===== src/rtl/pa_decode.sv =====
// Decode / operand-read stage of the pipelined adder: R-type ADD decode, 32x32 register
// file with same-cycle writeback bypass, and a pending-bit scoreboard for RAW hazards.
module pa_decode #(
   parameter int NREG = 32,
   parameter int DW   = 32
) (
   input  logic          clk,
   input  logic          rst_n,
   input  logic          in_valid,
   output logic          in_ready,
   input  logic [31:0]   instr,
   input  logic [31:0]   in_counter,
   input  logic          wb_en,
   input  logic [4:0]    wb_addr,
   input  logic [DW-1:0] wb_data,
   output logic          out_valid,
   input  logic          out_ready,
   output logic [DW-1:0] rs_val,
   output logic [DW-1:0] rt_val,
   output logic [4:0]    rd_addr,
   output logic [31:0]   out_counter,
   output logic          illegal
);

   logic [DW-1:0]   rf_q [NREG];
   logic [NREG-1:0] pend_q;

   logic          out_valid_q, illegal_q;
   logic [DW-1:0] rs_val_q, rt_val_q;
   logic [4:0]    rd_addr_q;
   logic [31:0]   out_counter_q;

   logic [5:0] op, funct;
   logic [4:0] rs, rt, rd, shamt;
   logic       legal, wb_live, byp_rs, byp_rt, hazard, accept;
   logic [DW-1:0] rs_rd, rt_rd;
   logic [DW-1:0] rs_val_d, rt_val_d;
   logic [4:0]    rd_addr_d;

   assign op    = instr[31:26];
   assign rs    = instr[25:21];
   assign rt    = instr[20:16];
   assign rd    = instr[15:11];
   assign shamt = instr[10:6];
   assign funct = instr[5:0];

   assign legal   = (op == 6'd0) && (funct == 6'b100000) && (shamt == 5'd0);
   assign wb_live = wb_en && (wb_addr != 5'd0);
   assign byp_rs  = wb_live && (wb_addr == rs);
   assign byp_rt  = wb_live && (wb_addr == rt);

   // r0 reads as zero regardless of what the array holds; a live writeback wins over the array.
   always_comb begin
      rs_rd = rf_q[rs];
      rt_rd = rf_q[rt];
      if (byp_rs)          rs_rd = wb_data;
      if (byp_rt)          rt_rd = wb_data;
      if (rs == 5'd0)      rs_rd = '0;
      if (rt == 5'd0)      rt_rd = '0;
   end

   assign hazard   = legal && ((pend_q[rs] && !byp_rs) || (pend_q[rt] && !byp_rt));
   assign in_ready = !hazard && (!out_valid_q || out_ready);
   assign accept   = in_valid && in_ready;

   assign rs_val_d  = rs_rd;
   assign rt_val_d  = rt_rd;
   assign rd_addr_d = legal ? rd : 5'd0;

   always_ff @(posedge clk or negedge rst_n) begin
      if (!rst_n) begin
         for (int i = 0; i < NREG; i++) rf_q[i] <= DW'(i);
      end else if (wb_live) begin
         rf_q[wb_addr] <= wb_data;
      end
   end

   // Writeback clears first, so a same-edge accept targeting the same rd keeps the bit set.
   always_ff @(posedge clk or negedge rst_n) begin
      if (!rst_n) begin
         pend_q <= '0;
      end else begin
         logic [NREG-1:0] pend_d;
         pend_d = pend_q;
         if (wb_live) pend_d[wb_addr] = 1'b0;
         if (accept && legal && (rd != 5'd0)) pend_d[rd] = 1'b1;
         pend_q <= pend_d;
      end
   end

   always_ff @(posedge clk or negedge rst_n) begin
      if (!rst_n) begin
         out_valid_q   <= 1'b0;
         rs_val_q      <= '0;
         rt_val_q      <= '0;
         rd_addr_q     <= '0;
         out_counter_q <= '0;
         illegal_q     <= 1'b0;
      end else if (accept) begin
         out_valid_q   <= 1'b1;
         rs_val_q      <= rs_val_d;
         rt_val_q      <= rt_val_d;
         rd_addr_q     <= rd_addr_d;
         out_counter_q <= in_counter;
         illegal_q     <= !legal;
      end else if (out_ready) begin
         out_valid_q   <= 1'b0;
      end
   end

   assign out_valid   = out_valid_q;
   assign rs_val      = rs_val_q;
   assign rt_val      = rt_val_q;
   assign rd_addr     = rd_addr_q;
   assign out_counter = out_counter_q;
   assign illegal     = illegal_q;

endmodule

===== config.mk =====
export PLATFORM = sky130hd
export DESIGN_NAME = pa_decode
export DESIGN_NICKNAME = d
export VERILOG_FILES = /design/src/rtl/pa_decode.sv
export SDC_FILE = /design/constraint.sdc
export NUM_CORES = 2
export LEC_CHECK = 0
export ABC_AREA = 1
export BUFFER_PORTS_ARGS = -buffer_cell sky130_fd_sc_hd__clkbuf_2
export CORE_MARGIN = 2
export CORE_UTILIZATION = 45
export CTS_CLUSTER_DIAMETER = 200
export DETAILED_ROUTE_END_ITERATION = 8
export GPL_TIMING_DRIVEN = 1
export PLACE_DENSITY = 0.6
export SYNTH_ARGS = -nofsm -noshare
export SYNTH_HDL_FRONTEND = slang
export SYNTH_SLANG_ARGS = --single-unit

===== constraint.sdc =====
create_clock -name clk -period 4.4 [get_ports clk]
set_clock_uncertainty 0.2 [all_clocks]
set_input_delay 0.66 -clock clk [delete_from_list [all_inputs] [get_ports clk]]
set_output_delay 0.66 -clock clk [all_outputs]
set_load 0.005 [all_outputs]

==> out/results.tsv <==
metric	value	unit
ant_nets	0	
synth_compound_area_share	24.7	%
vdd.ir_drop.worst	0.000284	V
die_h	377	microns
cp_cell_sequence	buf_8 > clkinv_2 > nand2_1 > nand4_1 > nor3_2 > nand3b_2 > nand3_1 > nand2_1 > a21boi_2 > clkbuf_2	
ctsResizeCount	0	
grt_pass1_vias	56100	
yosys_warnings	0	
fin_nets	8133	
power.density	448	nW/um^2
gp_congestion	0.888	
synth_fp_nets	8449	
crit_path_max_fanout	48	
cts.root.buffer_cell	clkbuf_16	
worstPathArrival	2.54	ns
hold_class	input port to flop	
critical-path-top-delay-family	buffers and inverters	
synthXorXnorAreaFrac	0.0558	%
reg2reg_depth	13	
clockBufferDepth	3	
hold_viol	0	
ys_seq_area_share	46.4	%
area_growth	10.3	%
period_minus_slack	3.40	ns
yosys.area_share.adder	0	%
fmax	0.294	GHz
crit_type	input port to primary output	
mostFrequentLayoutCells	nand2_1, o21ai_0, dfrtp_1, nand3_1, a21oi_1	
stdcell_count	10000	
drtIter0Drc	8682	
slew_headroom	15.0	%
antenna_found_initial	7	
rows	137	
critPathLaunchType	input port	
drive_gt1_share	8.47	%
viasPerCell	6.03	
worstPathRequired	3.54	ns
finalSetupViolCount	0	
critPathMostFrequentCell	nand2_1	
vias	60300	
status	finished clean	
clk_latency	0.79	ns
rsz0062_at_grt	no	
synth_cell_type_count	32	
tightest_slew	1.27	ns
ys_seq_elements	1159	
grt_overflow	0	
grt_usage	33.2	%
portBuffers	209	
totalWireLength	240000	microns
clock-sinks	1159	
hpwl	129000	microns
synth_area_per_cell	7.52	sq um
synthCells	8343	
synth_top_family_by_area	compound AO/OA/AOI/OAI gates	
synth_simple_gate_area_share	19.3	%
syn-cell-area	62700	sq um
grt_max_degree	200	
max_stage_delay	0.31	ns
hold_path_depth	3	
tritoncts	done	
cp.buffers_inverters	3	
maxCapViolCount	0	
fin_crit_sh	77.3	%
layout_commonest_cell	nand2_1	
endpoint_kind	primary output	
die_w	377	microns
dieArea	142000	sq um
crit_cells	10	
htree_levels	4	
grt_pass1_wl	359000	microns
dp_cells	9720	
synthMuxAreaShare	0	%
cts_made_buffers	135	
clk_pin_slew	0.06	ns
first_pass_iters	8	
core_area	139000	sq um
p_leak	31.4	nW
post_cts_buffers	0	
route.detailed.drc	0	
post_drt_wl_per_cell	23.9	microns
slowest_stage	buf_8	
ios	210	
tns	0	ns
start_util	45.1	%
drv_slew	0	
## synthesized netlist by cell type
cell	n	area (sq um)
buf_12	1	20.0
buf_4	36	270
clkbuf_1	541	2030
nor2_1	182	683
dfstp_2	80	2100
nor3_1	19	95.1
a21boi_2	1	11.3
o21ai_0	1549	7750
inv_2	6	22.5
buf_1	65	244
a21oi_1	579	2900
buf_8	1	15.0
o221ai_1	48	420
buf_2	154	771
inv_1	569	2140
xor2_1	3	26.3
a21oi_2	16	140
or3_1	1	6.26
nand3_1	756	3780
clkinv_1	4	15.0
nand2_1	1960	7360
o21ai_1	163	816
nand3b_2	1	11.3
nor3_2	2	20.0
nor2_2	2	12.5
buf_6	41	462
xnor2_1	1	8.76
nor4_1	10	62.6
nand2_2	1	6.26
dfrtp_1	1079	27000
o211ai_1	464	3480
nand4_1	8	50.1
## cell families (layout without fill, tap and decap cells)
logic type | after synthesis | in the layout
XOR/XNOR | 4 | 4
flip-flops | 1159 | 1159
AND/OR/NAND/NOR | 2942 | 2942
AO/OA/AOI/OAI | 2820 | 2820
buffers and inverters | 1418 | 1207
other | 0 | 1
## what timing repair did
action	CTS	global route
endpoints found under the hold margin	227	0
setup endpoints to repair	0	0
hold buffers	46	0
## where the power goes
| part | total, mW | internal [mW] | switching (mW) |
|---|---|---|---|
| Combinational | 5.65 | 2.00 | 3.66 |
| Clock | 11.3 | 6.61 | 4.71 |
| Sequential | 14.0 | 12.7 | 1.30 |
## final timing paths
check	startpoint	endpoint	slack, ns
max	instr[17]	in_ready	1.0
min	wb_data[12]	rf_q[524]	0.03
max reg2reg	pend_q[4]	rt_val[9]	1.63
min reg2reg	rf_q[999]	rf_q[999]	0.19
max in group asynchronous	rst_n	rf_q[92]	2.52
min in group asynchronous	rst_n	rf_q[804]	0.21
## worst min-delay path, cell delays in order
cell and delay, ns:
clkbuf_2 0.18, nand2_1 0.07, o21ai_0 0.07
## registers in the layout, indices dropped and copies added (netlist names)
signal       count
rt_val          32
rd_addr          5
out_valid        1
out_counter     32
pend_q          32
illegal          1
rs_val          32
rf_q          1024
## through the flow
stage / worst slack [ns] / cell area (sq um) / hold WS [ns] / util, % / total power, mW
after detailed placement: 0.868 / 64300 / 0.180 / 46.3 / 19.6
final: 0.997 / 69200 / 0.0295 / 49.8 / 31.0
after global routing: 0.857 / 69200 / 0.0336 / 49.8 / 32.5
after CTS: 1.03 / 69200 / 0.000987 / 49.8 / 31.0
after global placement: 0.957 / 64300 / 0.175 / 46.3 / 19.4
after floorplan: 1.84 / 62700 / 0.164 / - / 17.6
## cell type report
type | instances | area [sq um]
flip-flops and latches | 1159 | 29100
repair buffers | 386 | 3220
well taps | 1876 | 2350
clock buffers | 213 | 4090
inverters | 579 | 2190
fillers | 13600 | 69900
clock inverters | 29 | 300
multi-input cells | 5766 | 27900
diodes | 1 | 2.50
## metal layers
metal / vias up / share of wire [%] / global-route usage [%]
li1: 27500 / - / -
met1: 29100 / 43 / 47.8
met2: 3251 / 42 / 48.9
met3: 513 / 11 / 7.29
met4: 8 / 3.6 / 12.0
met5: - / 0.025 / 0
No activity file was read; power rests on OpenSTA's default activity.
